==> src/rtl/mem_bist_pkg.sv <==
// Shared types for the March C- BIST controller: FSM state encoding, the
// element count and the march table that drives the address direction and
// the read/write operations of each element.
package mem_bist_pkg;

    typedef enum logic [2:0] {
        ST_IDLE  = 3'd0,
        ST_WRITE = 3'd1,
        ST_READ  = 3'd2,
        ST_CHECK = 3'd3,
        ST_DONE  = 3'd4
    } state_t;

    localparam int         NUM_ELEMS = 6;
    localparam logic [2:0] LAST_ELEM = 3'(NUM_ELEMS - 1);

    // One march element. Values are single bits because the backgrounds are
    // solid all-0 / all-1 words; callers replicate them to the data width.
    typedef struct packed {
        logic down;       // 1: DEPTH-1 -> 0, 0: 0 -> DEPTH-1
        logic has_read;
        logic rd_val;
        logic has_write;
        logic wr_val;
    } march_elem_t;

    // March C-: up(w0) up(r0,w1) up(r1,w0) dn(r0,w1) dn(r1,w0) up(r0)
    function automatic march_elem_t march_elem(input logic [2:0] idx);
        march_elem_t e;
        e = '0;
        case (idx)
            3'd0: e = '{down: 1'b0, has_read: 1'b0, rd_val: 1'b0, has_write: 1'b1, wr_val: 1'b0};
            3'd1: e = '{down: 1'b0, has_read: 1'b1, rd_val: 1'b0, has_write: 1'b1, wr_val: 1'b1};
            3'd2: e = '{down: 1'b0, has_read: 1'b1, rd_val: 1'b1, has_write: 1'b1, wr_val: 1'b0};
            3'd3: e = '{down: 1'b1, has_read: 1'b1, rd_val: 1'b0, has_write: 1'b1, wr_val: 1'b1};
            3'd4: e = '{down: 1'b1, has_read: 1'b1, rd_val: 1'b1, has_write: 1'b1, wr_val: 1'b0};
            3'd5: e = '{down: 1'b0, has_read: 1'b1, rd_val: 1'b0, has_write: 1'b0, wr_val: 1'b0};
            default: e = '0;
        endcase
        return e;
    endfunction

endpackage

==> src/rtl/mem_bist_march_if.sv <==
// Memory-side port bundle between the BIST controller and the test memory.
// master: controller (drives strobes, address, write data; takes read data).
// slave:  memory (takes strobes, address, write data; returns registered read data).
interface mem_bist_march_if #(
    parameter int ADDR_W = 8,
    parameter int DATA_W = 8
);
    logic              mem_write_en;
    logic              mem_read_en;
    logic [ADDR_W-1:0] mem_addr;
    logic [DATA_W-1:0] mem_write_data;
    logic [DATA_W-1:0] mem_read_data;

    modport master (
        output mem_write_en,
        output mem_read_en,
        output mem_addr,
        output mem_write_data,
        input  mem_read_data
    );

    modport slave (
        input  mem_write_en,
        input  mem_read_en,
        input  mem_addr,
        input  mem_write_data,
        output mem_read_data
    );
endinterface

==> src/rtl/mem_bist_addr_gen.sv <==
// Loadable up/down address counter with terminal-address flag.
// Latency: load/step take effect on the next edge; term_o is combinational.
// Backpressure: none; the FSM steps it only when an address is finished.
// Ports: clk/rst; load_i + load_down_i reload to DEPTH-1 (down) or 0 (up);
//        step_i moves one address in direction down_i; addr_o current
//        address; term_o high on the last address of the current direction.
module mem_bist_addr_gen #(
    parameter int ADDR_W = 8
) (
    input  logic              clk,
    input  logic              rst,
    input  logic              load_i,
    input  logic              load_down_i,
    input  logic              step_i,
    input  logic              down_i,
    output logic [ADDR_W-1:0] addr_o,
    output logic              term_o
);

    logic [ADDR_W-1:0] addr_q;
    logic [ADDR_W-1:0] addr_d;

    always_comb begin
        addr_d = addr_q;
        if (load_i) begin
            addr_d = load_down_i ? {ADDR_W{1'b1}} : {ADDR_W{1'b0}};
        end else if (step_i) begin
            addr_d = down_i ? (addr_q - 1'b1) : (addr_q + 1'b1);
        end
    end

    always_ff @(posedge clk or posedge rst) begin
        if (rst) begin
            addr_q <= '0;
        end else begin
            addr_q <= addr_d;
        end
    end

    assign addr_o = addr_q;
    assign term_o = down_i ? (addr_q == {ADDR_W{1'b0}}) : (addr_q == {ADDR_W{1'b1}});

endmodule

==> src/rtl/mem_bist_march.sv <==
// March C- BIST controller owning the test memory ports during a run.
// Latency: 1 cycle start->first write; 3840 busy cycles for a passing 256-deep run.
// Backpressure: none; memory is assumed to accept one op per cycle, read data 1 cycle later.
// Ports: clk/rst; start request (honoured in IDLE/DONE); mem master port;
//        busy/done/fail status; fail_addr/fail_data/fail_elem first-failure diagnostics.
module mem_bist_march
    import mem_bist_pkg::*;
#(
    parameter int ADDR_W = 8,
    parameter int DATA_W = 8
) (
    input  logic              clk,
    input  logic              rst,
    input  logic              start,
    mem_bist_march_if.master  mem,
    output logic              busy,
    output logic              done,
    output logic              fail,
    output logic [ADDR_W-1:0] fail_addr,
    output logic [DATA_W-1:0] fail_data,
    output logic [2:0]        fail_elem
);

    state_t            state_q, state_d;
    logic [2:0]        elem_q, elem_d;
    logic              fail_q, fail_d;
    logic [ADDR_W-1:0] fail_addr_q, fail_addr_d;
    logic [DATA_W-1:0] fail_data_q, fail_data_d;
    logic [2:0]        fail_elem_q, fail_elem_d;

    logic              ag_load;
    logic              ag_load_down;
    logic              ag_step;
    logic [ADDR_W-1:0] addr;
    logic              addr_term;

    march_elem_t       cur;
    logic [2:0]        elem_nxt;
    logic              mismatch;

    assign cur      = march_elem(elem_q);
    assign elem_nxt = elem_q + 3'd1;
    assign mismatch = (mem.mem_read_data != {DATA_W{cur.rd_val}});

    mem_bist_addr_gen #(
        .ADDR_W (ADDR_W)
    ) u_addr_gen (
        .clk         (clk),
        .rst         (rst),
        .load_i      (ag_load),
        .load_down_i (ag_load_down),
        .step_i      (ag_step),
        .down_i      (cur.down),
        .addr_o      (addr),
        .term_o      (addr_term)
    );

    always_comb begin
        state_d      = state_q;
        elem_d       = elem_q;
        fail_d       = fail_q;
        fail_addr_d  = fail_addr_q;
        fail_data_d  = fail_data_q;
        fail_elem_d  = fail_elem_q;
        ag_load      = 1'b0;
        ag_load_down = 1'b0;
        ag_step      = 1'b0;

        case (state_q)
            ST_IDLE, ST_DONE: begin
                if (start) begin
                    state_d     = ST_WRITE;
                    elem_d      = 3'd0;
                    ag_load     = 1'b1;
                    fail_d      = 1'b0;
                    fail_addr_d = '0;
                    fail_data_d = '0;
                    fail_elem_d = '0;
                end
            end

            ST_WRITE: begin
                if (addr_term) begin
                    // Write is always the last op of an element that has one,
                    // so the terminal write hands over to the next element.
                    elem_d       = elem_nxt;
                    ag_load      = 1'b1;
                    ag_load_down = march_elem(elem_nxt).down;
                    state_d      = march_elem(elem_nxt).has_read ? ST_READ : ST_WRITE;
                end else begin
                    ag_step = 1'b1;
                    state_d = cur.has_read ? ST_READ : ST_WRITE;
                end
            end

            ST_READ: begin
                state_d = ST_CHECK;
            end

            ST_CHECK: begin
                if (mismatch) begin
                    state_d     = ST_DONE;
                    fail_d      = 1'b1;
                    fail_addr_d = addr;
                    fail_data_d = mem.mem_read_data;
                    fail_elem_d = elem_q;
                end else if (cur.has_write) begin
                    state_d = ST_WRITE;
                end else if (addr_term) begin
                    if (elem_q == LAST_ELEM) begin
                        state_d = ST_DONE;
                    end else begin
                        elem_d       = elem_nxt;
                        ag_load      = 1'b1;
                        ag_load_down = march_elem(elem_nxt).down;
                        state_d      = march_elem(elem_nxt).has_read ? ST_READ : ST_WRITE;
                    end
                end else begin
                    ag_step = 1'b1;
                    state_d = ST_READ;
                end
            end

            default: begin
                state_d = ST_IDLE;
            end
        endcase
    end

    always_ff @(posedge clk or posedge rst) begin
        if (rst) begin
            state_q     <= ST_IDLE;
            elem_q      <= '0;
            fail_q      <= 1'b0;
            fail_addr_q <= '0;
            fail_data_q <= '0;
            fail_elem_q <= '0;
        end else begin
            state_q     <= state_d;
            elem_q      <= elem_d;
            fail_q      <= fail_d;
            fail_addr_q <= fail_addr_d;
            fail_data_q <= fail_data_d;
            fail_elem_q <= fail_elem_d;
        end
    end

    // Memory-side outputs decode purely from registered state so reset
    // silences them immediately, without waiting for a clock.
    assign busy               = (state_q == ST_WRITE) || (state_q == ST_READ) || (state_q == ST_CHECK);
    assign done               = (state_q == ST_DONE);
    assign mem.mem_write_en   = (state_q == ST_WRITE);
    assign mem.mem_read_en    = (state_q == ST_READ);
    assign mem.mem_addr       = busy ? addr : '0;
    assign mem.mem_write_data = (state_q == ST_WRITE) ? {DATA_W{cur.wr_val}} : '0;

    assign fail      = fail_q;
    assign fail_addr = fail_addr_q;
    assign fail_data = fail_data_q;
    assign fail_elem = fail_elem_q;

endmodule

==> src/flat_wrapper.sv <==
// flat-port wrapper written by rule: the top's interface ports become plain ports
module mem_bist_march_flat import mem_bist_pkg::*;
#(
    parameter int ADDR_W = 8,
    parameter int DATA_W = 8
)
  (clk, rst, start, busy, done, fail, fail_addr, fail_data, fail_elem, mem_mem_write_en, mem_mem_read_en, mem_mem_addr, mem_mem_write_data, mem_mem_read_data);
  mem_bist_march_if #(.ADDR_W(ADDR_W), .DATA_W(DATA_W)) mem_i ();
  input  logic clk;
  input  logic rst;
  input  logic start;
  output logic busy;
  output logic done;
  output logic fail;
  output logic [ADDR_W-1:0] fail_addr;
  output logic [DATA_W-1:0] fail_data;
  output logic [2:0] fail_elem;
  output wire logic [$bits(mem_i.mem_write_en)-1:0] mem_mem_write_en;
  output wire logic [$bits(mem_i.mem_read_en)-1:0] mem_mem_read_en;
  output wire logic [$bits(mem_i.mem_addr)-1:0] mem_mem_addr;
  output wire logic [$bits(mem_i.mem_write_data)-1:0] mem_mem_write_data;
  input wire logic [$bits(mem_i.mem_read_data)-1:0] mem_mem_read_data;
  assign mem_mem_write_en = mem_i.mem_write_en;
  assign mem_mem_read_en = mem_i.mem_read_en;
  assign mem_mem_addr = mem_i.mem_addr;
  assign mem_mem_write_data = mem_i.mem_write_data;
  assign mem_i.mem_read_data = mem_mem_read_data;
  mem_bist_march #(.ADDR_W(ADDR_W), .DATA_W(DATA_W)) u_core (.clk(clk), .rst(rst), .start(start), .mem(mem_i), .busy(busy), .done(done), .fail(fail), .fail_addr(fail_addr), .fail_data(fail_data), .fail_elem(fail_elem));
endmodule
==> config.mk <==
export PLATFORM = sky130hd
export DESIGN_NAME = mem_bist_march_flat
export DESIGN_NICKNAME = d
export VERILOG_FILES = /design/src/rtl/mem_bist_pkg.sv /design/src/rtl/mem_bist_march_if.sv /design/src/rtl/mem_bist_addr_gen.sv /design/src/rtl/mem_bist_march.sv /design/src/flat_wrapper.sv
export SDC_FILE = /design/constraint.sdc
export NUM_CORES = 1
export LEC_CHECK = 0
export CORE_MARGIN = 3
export CORE_UTILIZATION = 25
export CTS_CLUSTER_SIZE = 40
export DETAILED_ROUTE_END_ITERATION = 8
export HOLD_SLACK_MARGIN = 0.15
export SETUP_SLACK_MARGIN = 0.15
export SLEW_MARGIN = 20
export SYNTH_ARGS = -nofsm -noshare
export SYNTH_HDL_FRONTEND = slang
export SYNTH_HIERARCHICAL = 1
export SYNTH_SLANG_ARGS = --single-unit
==> constraint.sdc <==
create_clock -name clk -period 11.1 [get_ports clk]
set_input_delay 2.22 -clock clk [delete_from_list [all_inputs] [get_ports clk]]
set_output_delay 2.22 -clock clk [all_outputs]
set_load 0.02 [all_outputs]
==> impl_metrics.tcl, run 1 <==
set metrics [dict create \
    fp.coreArea_sq_mm 0.008464 \
    grt_use_met3 0.03253 \
    worstMarginPinSlew_ns 0.9457 \
    period_share 0.4791 \
    first_pass_iters 4 \
    r2r_start "u_core/elem_q[0]" \
    critPathMaxStageDelay_ns 0.68 \
    seqPwrFrac 0.270 \
    hold_depth 1 \
    via_per_inst 4.761 \
    grt.overflow.total 0 \
    end_kind "register" \
    netlist_area_sq_mm 0.002252 \
    rsz0062_at_grt "false" \
    dp_hpwl_mm 4.403 \
    fp.dieArea_sq_mm 0.01018 \
    grt_pass1_wl_mm 9.591 \
    p_comb_frac 0.596 \
    ir_drop_v 0.00006825 \
    synth_seq_cells 34 \
    clockPowerShare 0.134 \
    outcome "completed" \
    r2r_setup_slack_ns 6.67 \
    cp_max_fo 15 \
    io_buffers 50 \
    worst-path-buf-inv 2 \
    p_switching_mw 0.3825 \
    synth_area_leaders "dfrtp_1 38%, nand2_1 8.0%, ha_1 6.7%" \
    switching_share 0.4525 \
    synth-edff-count 0 \
    htreeDepth 2 \
    reg2reg_to "u_core/u_addr_gen/addr_o[7]" \
    cp_top_family "simple AND/OR/NAND/NOR gates" \
    required_ns 11.28 \
    postRouteAntennaNets 0 \
    diodes 0 \
    clock_path_buffers 2 \
    cts_hold_buf 0 \
    fin_crit_ns 5.318 \
    antenna_found_initial 0 \
    hold_viol_final 0 \
    initial_core_util 0.2661 \
    cp_common_cell "or3_1" \
    finalWorstSetupSlack_ns 5.782 \
    clock_skew_ns 0.006143 \
    grt_use_total 0.1174 \
    finalNetCount 332 \
    vias 1971 \
    r2r_cells 15 \
    drt_iter0_drc 88 \
    relSlewSlack 0.3656 \
    netlist_instances 267 \
    yosysTopAreaCell "dfrtp_1" \
    io_pins 51 \
    crit_path_start_kind "input pin" \
    clk-insertion-delay-late_ns 0.29 \
    synth.avg_cell_area_sq_um 8.435 \
    ys_seq_area_frac 0.3778 \
    rows 33 \
    grt_busiest_layer "met2" \
    max_freq_mhz 188.0 \
    detail_route.wl_per_cell_microns 13.78 \
    ys_types 49 \
    fin_setup_tns_ns 0 \
    arrival_ns 5.50 \
    postCtsSetupBuffers 0 \
    synth_warnings 6 \
    syn-num-nets 291 \
    drcViolationCount 0 \
    intPower_mw 0.4627 \
    hold_end "u_core/fail" \
    synthToLayoutAreaGrowth_pct 29.11 \
    hp-class "register to register" \
    p_leak_nw 1.174 \
    critPathSlowestCell "nor2_1" \
    synth_ff_type "dfrtp_1" \
    cts_resized 0 \
    p_per_area_mw_per_mm2 290.7 \
    die_w_microns 100.9 \
    drt_wl_total_mm 5.703 \
    clock-sinks 34 \
    hold_start "u_core/fail" \
    path_clk_slew_ns 0.07 \
    layout_commonest_cell "clkdlybuf4s50_1" \
    dp_slack_ns 5.469 \
    max-cap-violations 0 \
    crit_type "input pin to register" \
    crit_chain "clkdlybuf4s50_1 -> nor4_1 -> and3_4 -> o21ai_1 -> o21a_1 -> nor2_1 -> inv_2 -> or3_1 -> or3_1 -> a21oi_1 -> and3b_1" \
    cts-root-buf "clkbuf_8" \
    use_met2 0.2071 \
    grt.met1_usage 0.1452 \
    place_congestion 0.8156 \
    ys_async_sr_fraction 1.000 \
    cts_tree "done" \
    final_cell_mix "50 x clkdlybuf4s50_1, 48 x nand2_1, 34 x dfrtp_1, 30 x o21ai_0, 17 x nor2_1" \
    grt_start_max_net_pins 27 \
    yosys.area.top_type_share 0.3778 \
    drv_slew 0 \
    setup_violations 0 \
    drive_above_1_share 0.06149 \
    die_y_microns 100.9 \
    grt_pass1_vias 1966 \
    cts_buffers 5 \
]
==> metrics by stage <==
stage	hold WS, ns	cells	utilization	power [mW]	cell area (sq um)
floorplan	0.4963	267	-	0.5563	2252
global placement	0.4646	406	0.3301	0.7353	2794
detailed placement	0.4913	406	0.3301	0.7413	2794
CTS	0.5176	414	0.3435	0.8560	2908
global route	0.5444	414	0.3435	0.9209	2908
finish	0.5025	414	0.3435	0.8452	2908
==> flip-flops by register name, indices dropped and copies added, names as in the netlist <==
register                  cells
u_core/fail_elem              3
u_core/elem_q                 3
u_core/state_q                3
u_core/fail_data              8
u_core/fail                   1
u_core/u_addr_gen/addr_o      8
u_core/fail_addr              8
==> cell type report <==
type                       instances  area [sq um]
inverter                          17         63.81
clock buffer                       5         68.82
sequential                        34         850.8
clock inverter                     3         45.04
tap                              105         131.4
timing repair buffer              51         508.0
multi-input combinational        199          1240
fill                             868          5557
==> logic make-up after synthesis <==
family	count (synthesis)	synth area share
buffers and inverters	34	0.07444
muxes	5	0.03055
adders and majority gates	13	0.07555
xor gates and xnor gates	1	0.003890
DFF	34	0.3778
AOI/OAI and AO/OA	69	0.1906
and+or+nand+nor	111	0.2472
==> power by group through the flow <==
stage	Sequential [mW]	Clock (mW)	Combinational, mW
floorplan	0.246	0	0.310
global route	0.238	0.124	0.559
finish	0.228	0.113	0.504
detailed placement	0.232	0	0.509
global placement	0.230	0	0.505
CTS	0.230	0.116	0.510
==> synthesized netlist by cell type, drive strengths merged (5+ instances only) <==
cell type	n
a21oi	16
and2	10
buf	12
clkbuf	5
dfrtp	34
ha	12
inv	17
nand2	48
nor2	17
nor3	7
nor4	6
o21ai	33
==> worst max-delay path by stage <==
stage | startpoint | endpoint | slack (ns) | cells after the start
after floorplan | mem_mem_read_data[2] | u_core/u_addr_gen/addr_o[7] | 6.73 | 10
after global placement | mem_mem_read_data[2] | u_core/u_addr_gen/addr_o[7] | 5.51 | 11
after detailed placement | mem_mem_read_data[2] | u_core/u_addr_gen/addr_o[7] | 5.47 | 11
after CTS | mem_mem_read_data[6] | u_core/u_addr_gen/addr_o[7] | 5.79 | 11
after global routing | mem_mem_read_data[2] | u_core/u_addr_gen/addr_o[7] | 5.49 | 11
final | mem_mem_read_data[6] | u_core/u_addr_gen/addr_o[7] | 5.78 | 11
==> routing by layer <==
layer  part of all wire  vias to the layer above
met1               0.44                      926
met2               0.50                       30
met4             0.0061                        0
met5                  0                        -
met3              0.044                        5
li1                   -                     1010
(Power assumes the default switching activity.)
==> inputs of run 2 (changes only) <==
==> constraint.sdc (replaced) <==
create_clock -name clk -period 4.9 [get_ports clk]
set_input_delay 0.98 -clock clk [delete_from_list [all_inputs] [get_ports clk]]
set_output_delay 0.98 -clock clk [all_outputs]
set_load 0.02 [all_outputs]
==> impl_metrics.tcl, run 2 (synthesis results as in run 1) <==
set metrics [dict create \
    outcome "completed" \
    clock_skew_ns 0.008854 \
    cp_max_fo 10 \
    diodes 0 \
    first_pass_iters 5 \
    period_share 0.8076 \
    fin_setup_tns_ns 0 \
    fp.dieArea_sq_mm 0.01018 \
    fin_area_sq_mm 0.002930 \
    postRouteAntennaNets 0 \
    clock-sinks 34 \
    die_w_microns 100.9 \
    worstMarginPinSlew_ns 0.9674 \
    layout_commonest_cell "clkdlybuf4s50_1" \
    required_ns 5.08 \
    finalNetCount 335 \
    grt_pass1_wl_mm 9.466 \
    io_buffers 50 \
    final_cell_mix "50 x clkdlybuf4s50_1, 48 x nand2_1, 34 x dfrtp_1, 30 x o21ai_0, 17 x nor2_1" \
    p_per_area_mw_per_mm2 666.0 \
    arrival_ns 4.14 \
    detail_route.wl_per_cell_microns 14.06 \
    nFillCells 841 \
    crit_type "register to register" \
    crit_path_start_kind "register" \
    synthToLayoutAreaGrowth_pct 30.11 \
    htreeDepth 2 \
    grt.overflow.total 0 \
    ir_drop_v 0.0001662 \
    drv_slew 0 \
    max-cap-violations 0 \
    drive_above_1_share 0.07051 \
    cts_tree "done" \
    clock_path_buffers 2 \
    grt.met1_usage 0.1397 \
    cts-root-buf "clkbuf_8" \
    clk-insertion-delay-late_ns 0.29 \
    ff_latch_area_sq_um 850.8 \
    grt_busiest_layer "met2" \
    rows 33 \
    power.total_mw 1.952 \
    grt_start_max_net_pins 27 \
    drt_iter0_drc 105 \
    dp_hpwl_mm 4.466 \
    io_pins 51 \
    max_freq_mhz 252.7 \
    cts_hold_buf 0 \
    multi_input_area_sq_mm 0.001240 \
    fin_crit_ns 3.957 \
    drcViolationCount 0 \
    hp-class "register to register" \
    die_y_microns 100.9 \
    fp.coreArea_sq_mm 0.008464 \
    use_met2 0.2020 \
    antenna_found_initial 0 \
    grt_pass1_vias 1933 \
    place_congestion 0.9792 \
    end_kind "register" \
    setup_violations 0 \
    vias 2046 \
    rsz0062_at_grt "false" \
    cts_resized 0 \
    place_area_sq_mm 0.002816 \
    p_leak_nw 1.190 \
    grt_use_total 0.1160 \
    dp_slack_ns 0.9707 \
    relSlewSlack 0.3511 \
    holdWs_ns 0.4910 \
    cts_buffers 5 \
    path_clk_slew_ns 0.08 \
    postCtsSetupBuffers 0 \
    drt_wl_total_mm 5.863 \
    via_per_inst 4.906 \
    grt_use_met3 0.02907 \
    hold_viol_final 0 \
    initial_core_util 0.2661 \
    finalWorstSetupSlack_ns 0.9429 \
]
[run 2: stage by stage]
step                        util  instances
final                     0.3462        417
after global routing      0.3462        417
after CTS                 0.3462        417
after detailed placement  0.3327        409
after global placement    0.3327        409
after floorplan                -        267
[run 2: layout make-up]
cell class	count	share of cell area
timing repair buffer	54	0.1810
inverter	17	0.02178
tap	105	0.04483
sequential	34	0.2904
clock buffer	5	0.02348
multi-input combinational	199	0.4231
clock inverter	3	0.01537
[run 2: critical path, cell delays in order, from the launching register on]
cell and delay, ns:
dfrtp_1 0.42, ha_1 0.27, ha_1 0.25, nor3_1 0.19
nor2_1 0.06, o22a_1 0.36, nor4_1 0.33, nand2_1 0.08
o21ai_0 0.08, buf_4 0.16, nor4b_1 0.26, o21ai_0 0.15
o21bai_2 0.24, a22oi_4 0.13, inv_1 0.16, nor2_1 0.42
a41oi_1 0.08, and3b_1 0.22
[run 2: power breakdown]
group          total [mW]  switching (mW)  internal (mW)  leakage, nW
Clock               0.261           0.109          0.151       0.0504
Sequential          0.519           0.123          0.397        0.444
Combinational        1.17           0.659          0.513        0.695
Total                1.95           0.891           1.06         1.19
[run 2: per-layer routing]
| layer | up-vias | wire [microns] | part of all wire |
|---|---|---|---|
| met5 | - | 0 | 0 |
| met4 | 0 | 121 | 0.021 |
| met3 | 12 | 255 | 0.043 |
| met2 | 47 | 2963 | 0.51 |
| met1 | 975 | 2523 | 0.43 |
| li1 | 1012 | - | - |
[run 2: final timing paths]
| kind | start | to | slack, ns | cells after the start |
|---|---|---|---|---|
| worst min register to register | u_core/fail | u_core/fail | 0.49 | 1 |
| worst max-delay path | u_core/elem_q[0] | u_core/u_addr_gen/addr_o[7] | 0.94 | 17 |
| min in group asynchronous | rst | u_core/u_addr_gen/addr_o[6] | 0.99 | 2 |
| max in group asynchronous | rst | u_core/elem_q[2] | 3.30 | 2 |
| worst min-delay path | u_core/fail | u_core/fail | 0.49 | 1 |
| worst max register to register | u_core/elem_q[0] | u_core/u_addr_gen/addr_o[7] | 0.94 | 17 |
==> inputs of run 3 (changes only) <==
==> constraint.sdc (replaced) <==
create_clock -name clk -period 3.55 [get_ports clk]
set_input_delay 0.71 -clock clk [delete_from_list [all_inputs] [get_ports clk]]
set_output_delay 0.71 -clock clk [all_outputs]
set_load 0.02 [all_outputs]
==> impl_metrics.tcl, run 3 (synthesis results as in run 1) <==
set metrics [dict create \
    critPathSlowestCell "dfrtp_1" \
    grt_pass1_wl_mm 10.28 \
    r2r_start "u_core/elem_q[0]" \
    path_clk_slew_ns 0.07 \
    io_buffers 50 \
    postRouteAntennaNets 0 \
    required_ns 3.75 \
    cts_buffers 5 \
    first_pass_iters 4 \
    worstMarginPinSlew_ns 0.9401 \
    htreeDepth 2 \
    outcome "completed" \
    fin_setup_tns_ns 0 \
    relSlewSlack 0.3694 \
    cp-startpoint "u_core/elem_q[0]" \
    crit_chain "ha_1 -> ha_1 -> nor3_2 -> nor2_1 -> o22a_2 -> nor4_1 -> nand2_1 -> o21ai_2 -> nor4b_4 -> o21ai_1 -> o21bai_2 -> a22oi_4 -> buf_4 -> nor2_1 -> and4_1 -> nor4_2" \
    arrival_ns 3.40 \
    multi_input_area_sq_mm 0.001281 \
    vias 2100 \
    nFillCells 844 \
    clock_path_buffers 2 \
    rows 33 \
    dp_hpwl_mm 4.668 \
    place_area_sq_mm 0.002923 \
    fin_area_sq_mm 0.003069 \
    worst-path-buf-inv 1 \
    hold_end "u_core/fail" \
    fp.dieArea_sq_mm 0.01018 \
    clk-insertion-delay-late_ns 0.29 \
    critPathMaxStageDelay_ns 0.41 \
    crit_type "register to register" \
    antenna_found_initial 0 \
    drt_iter0_drc 91 \
    p_per_area_mw_per_mm2 898.9 \
    cts_hold_buf 0 \
    initial_core_util 0.2661 \
    clock-sinks 34 \
    cts-root-buf "clkbuf_8" \
    drive_above_1_share 0.1341 \
    crit_path_start_kind "register" \
    end_kind "register" \
    grt_start_max_net_pins 27 \
    grt_use_total 0.1243 \
    p_leak_nw 1.274 \
    ff_latch_area_sq_um 850.8 \
    clock_skew_ns 0.003020 \
    io_pins 51 \
    grt_pass1_vias 2135 \
    finalNetCount 351 \
    reg2reg_to "u_core/u_addr_gen/addr_o[5]" \
    power.total_mw 2.759 \
    period_share 0.9029 \
    place_congestion 0.8559 \
    drt_wl_total_mm 6.167 \
    cp_max_fo 5 \
    fin_crit_ns 3.205 \
    final_cells 433 \
    fp.coreArea_sq_mm 0.008464 \
    detail_route.wl_per_cell_microns 14.24 \
    cp_top_family "simple AND/OR/NAND/NOR gates" \
    drcViolationCount 0 \
    rsz0062_at_grt "false" \
    hold_start "u_core/fail" \
    hold_depth 1 \
    final_cell_mix "50 x clkdlybuf4s50_1, 48 x nand2_1, 34 x dfrtp_1, 27 x o21ai_0, 20 x buf_4" \
    dp_cells 422 \
    die_y_microns 100.9 \
    drv_slew 0 \
    synthToLayoutAreaGrowth_pct 36.28 \
    setup_violations 0 \
    layout_commonest_cell "clkdlybuf4s50_1" \
    via_per_inst 4.850 \
    diodes 0 \
    hp-class "register to register" \
    max-cap-violations 0 \
    r2r_setup_slack_ns 0.34 \
    hold_viol_final 0 \
    max_freq_mhz 312.0 \
    grt.overflow.total 0 \
    cts_tree "done" \
    r2r_cells 16 \
    ir_drop_v 0.0004156 \
    die_w_microns 100.9 \
]
==> run 3: cell types whose count changed in the layout (fill, tap and decap cells not counted), moves of 2 or more <==
cell / previous run / this run
buf_4: 4 / 20
o21ai_0: 30 / 27
clkinvlp_4: 2 / 0
nor2_1: 17 / 15
o21ai_1: 3 / 5
==> run 3: area by class of cell <==
| type | instances | area share |
|---|---|---|
| Clock buffer | 7 | 0.02813 |
| Clock inverter | 1 | 0.001631 |
| Inverter | 17 | 0.02079 |
| Multi-Input combinational cell | 199 | 0.4174 |
| Sequential cell | 34 | 0.2772 |
| Tap cell | 105 | 0.04280 |
| Timing Repair Buffer | 70 | 0.2120 |
==> run 3: worst max path at each step <==
stage,end,slack (ns),cells past startpoint
CTS,u_core/u_addr_gen/addr_o[5],0.22,16
global placement,u_core/u_addr_gen/addr_o[7],0.14,11
floorplan,u_core/u_addr_gen/addr_o[7],0.16,17
finish,u_core/u_addr_gen/addr_o[5],0.34,16
global route,u_core/u_addr_gen/addr_o[5],0.13,16
detailed placement,u_core/u_addr_gen/addr_o[7],0.16,11
==> run 3: layer usage <==
| layer | GRT usage | vias up | share of wire |
|---|---|---|---|
| li1 | - | 1055 | - |
| met4 | 0.03988 | 0 | 0.015 |
| met3 | 0.02561 | 7 | 0.036 |
| met5 | 0 | - | 0 |
| met2 | 0.2096 | 39 | 0.47 |
| met1 | 0.1589 | 999 | 0.47 |
==> run 3: what timing repair did <==
| action | in CTS | in global routing |
|---|---|---|
| setup buffers | 0 | 3 |
| setup endpoints to repair | 0 | 9 |
| resized for setup | 0 | 8 |
==> run 3: report_power, final <==
group	switching, mW	total [mW]	internal [mW]
combinational	0.947	1.74	0.798
clock	0.145	0.302	0.157
sequential	0.165	0.712	0.548
total	1.26	2.76	1.50
==> run 3: per-stage QoR <==
stage                 util  hold WS [ns]  setup slack [ns]
detailed placement  0.3453        0.4701            0.1554
global route        0.3626        0.5345            0.1317
floorplan                -        0.4963            0.1606
global placement    0.3453        0.4694            0.1367
finish              0.3626        0.4835            0.3447
CTS                 0.3561        0.4877            0.2201
==> run 3: worst reg2reg max path, delay by kind of cell, from the launching register on <==
family | cells | cell delay, ns
DFF | 1 | 0.41
buffers and inverters | 1 | 0.17
AOI/OAI and AO/OA | 5 | 0.86
adders and majority gates | 2 | 0.46
and+or+nand+nor | 8 | 1.21
==> patch: new RTL, config.mk and constraints of run 1 <==
Encoding of `state_t`: now one-hot (5 bits for 5 states).
--- a/src/rtl/mem_bist_pkg.sv
+++ b/src/rtl/mem_bist_pkg.sv
@@ -3,12 +3,12 @@
 // the read/write operations of each element.
 package mem_bist_pkg;
 
-    typedef enum logic [2:0] {
-        ST_IDLE  = 3'd0,
-        ST_WRITE = 3'd1,
-        ST_READ  = 3'd2,
-        ST_CHECK = 3'd3,
-        ST_DONE  = 3'd4
+    typedef enum logic [4:0] {
+        ST_IDLE  = 5'b00001,
+        ST_WRITE = 5'b00010,
+        ST_READ  = 5'b00100,
+        ST_CHECK = 5'b01000,
+        ST_DONE  = 5'b10000
     } state_t;
 
     localparam int         NUM_ELEMS = 6;
Check against the original RTL: same outputs for any inputs over 10 cycles, from zero or initial values and one cycle with rst high; not proved beyond that.
==> patch against run 1 <==
Global-route usage down 0.070 points; non-clock buffer count unchanged; via count about the same; wire length up 2.7%; cell area up 0.95%; area after synthesis up 1.8%; setup slack better by 0.35 ns; die area up 1.7%; sequential cell count up 2; critical endpoint unchanged.
Power is not compared: it rests on default switching activity, and its combinational part moved more than twofold at a synthesized area within 25%.
==> patch: results (changes against run 1) <==
post-synthesis compound-gate area fraction=0.2231 (was 0.1906); multiplexer fraction of the synthesized cell area=0.009820 (was 0.03056); wire length of the first global-routing pass=9680 um (was 9591 um); IO buf count=50 (unchanged); slew at the pin closest to its max-slew limit=0.8011 ns (was 0.9457 ns); Worst Path Arrival=5.15 ns (was 5.50 ns); 1st-pass router iterations=4 (unchanged); result of the run=complete, no violations (unchanged); routed wire length=5858 um (was 5703 um); layout cell share with drive strength beyond 1=0.06643 (was 0.06149); post_cts resized=0 (unchanged); number of antenna violations at the first check in global routing=0 (unchanged); number of buffers inserted to repair setup after CTS=0 (unchanged); via count of the first global-routing pass=1944 (was 1966); via count=1972 (was 1971); area share of xor/xnor cells in the synthesized design=0.01146 (was 0.003889); class of the tightest hold or removal check=flip-flop to flip-flop (unchanged); top cells by instance count after synthesis=35 x dfrtp_1, 20 x a22o_1, 18 x nor2_1 (was 48 x nand2_1, 34 x dfrtp_1, 30 x o21ai_0); cell count of the worst reg-to-reg path=14 (was 15); adder-cell share of the synthesized area=0.07965 (was 0.07556); synth unique cells=49 (unchanged); 1st-iter DRT viols=126 (was 88); Reg2Reg Capture Point=u_core/u_addr_gen/addr_o[7] (unchanged); Syn Inst Count=243 (was 267); number of CTS-inserted buffers=5 (unchanged); reg2reg start=u_core/elem_q[0] (unchanged); final weighted congestion in routability-driven placement=0.8226 (was 0.8156); post-synth net total=268 (was 291); number of filler cells placed in the layout=894 (was 868); top cells by area in the synthesized netlist=dfrtp_1 38%, a22o_1 7.6%, ha_1 7.1% (was dfrtp_1 38%, nand2_1 8.0%, ha_1 6.7%); pin count of the biggest net entering global routing=29 (was 27); total half-perimeter wirelength after legalization and detailed placement=4373 um (was 4403 um); final layout net count=310 (was 332); share of Yosys cell area claimed by the top area cell type=0.3819 (was 0.3778); clk buf depth=2 (unchanged); aggregate global-route resource usage=0.1167 (was 0.1174); post-route non-filler standard cell count=394 (was 414); diode count=0 (unchanged); r2r setup slk=6.87 ns (was 6.67 ns); worst-case clock skew=0.003568 ns (was 0.006143 ns); proportion of synthesized chip area in sequential cells=0.3933 (was 0.3778)
==> patch: through the flow <==
step	power, uW	setup slack (ns)	util	hold WS (ns)	cell area, um^2
global placement	362.7	5.837	0.3207	0.4875	2824
floorplan	309.5	6.725	-	0.5203	2293
global route	510.3	5.943	0.3333	0.5226	2935
detailed placement	365.5	5.805	0.3207	0.4906	2824
finish	475.9	6.130	0.3333	0.5028	2935
CTS	481.3	6.139	0.3333	0.5144	2935
==> patch: cell type report <==
class                   count  area (um^2)  area share
repair buffers             51        508.0      0.1731
clock buffers               5        68.82     0.02344
flip-flops and latches     36        902.1      0.3073
inverters                  17        63.81     0.02174
well taps                 108        135.1     0.04604
clock inverters             3        42.54     0.01449
multi-input cells         174         1215      0.4139
==> patch: how the worst max path moves through the flow <==
stage,to,depth (start not counted),from
floorplan,u_core/u_addr_gen/addr_o[7],10,mem_mem_read_data[0]
finish,u_core/u_addr_gen/addr_o[7],11,mem_mem_read_data[0]
global route,u_core/u_addr_gen/addr_o[7],11,mem_mem_read_data[0]
CTS,u_core/u_addr_gen/addr_o[7],11,mem_mem_read_data[4]
detailed placement,u_core/u_addr_gen/addr_o[7],11,mem_mem_read_data[4]
global placement,u_core/u_addr_gen/addr_o[7],11,mem_mem_read_data[4]
==> patch: logic make-up after synthesis <==
family | Yosys count
flops | 36
simple gates | 83
mux | 2
buf+inv | 33
fa+ha+maj | 14
compound gates | 72
xor+xnor | 3
==> patch: metal layers <==
| metal | up-vias | GRT usage | wire length, um |
|---|---|---|---|
| met4 | 0 | 0.04397 | 91 |
| met1 | 942 | 0.1551 | 2677 |
| met3 | 7 | 0.02273 | 265 |
| met2 | 52 | 0.1876 | 2823 |
| li1 | 971 | - | - |
| met5 | - | 0 | 0 |
==> patch: worst max-delay path, cell delays in order <==
cell             delay [ns]
clkdlybuf4s50_1        0.45
nor4_1                 0.33
and4_1                 0.31
nor2_1                 0.14
nor3_1                 0.26
o21ba_2                0.34
inv_2                  0.10
or3_1                  0.31
or3_1                  0.39
a21oi_1                0.12
and3b_1                0.18
==> patch: report_power, final <==
part           switching (uW)  internal (uW)  leakage [uW]  total, uW
Clock                    48.4           66.4     0.0000541        115
Combinational             105           71.1      0.000667        176
Sequential               34.3            151      0.000485        185
Total                     187            289       0.00121        476
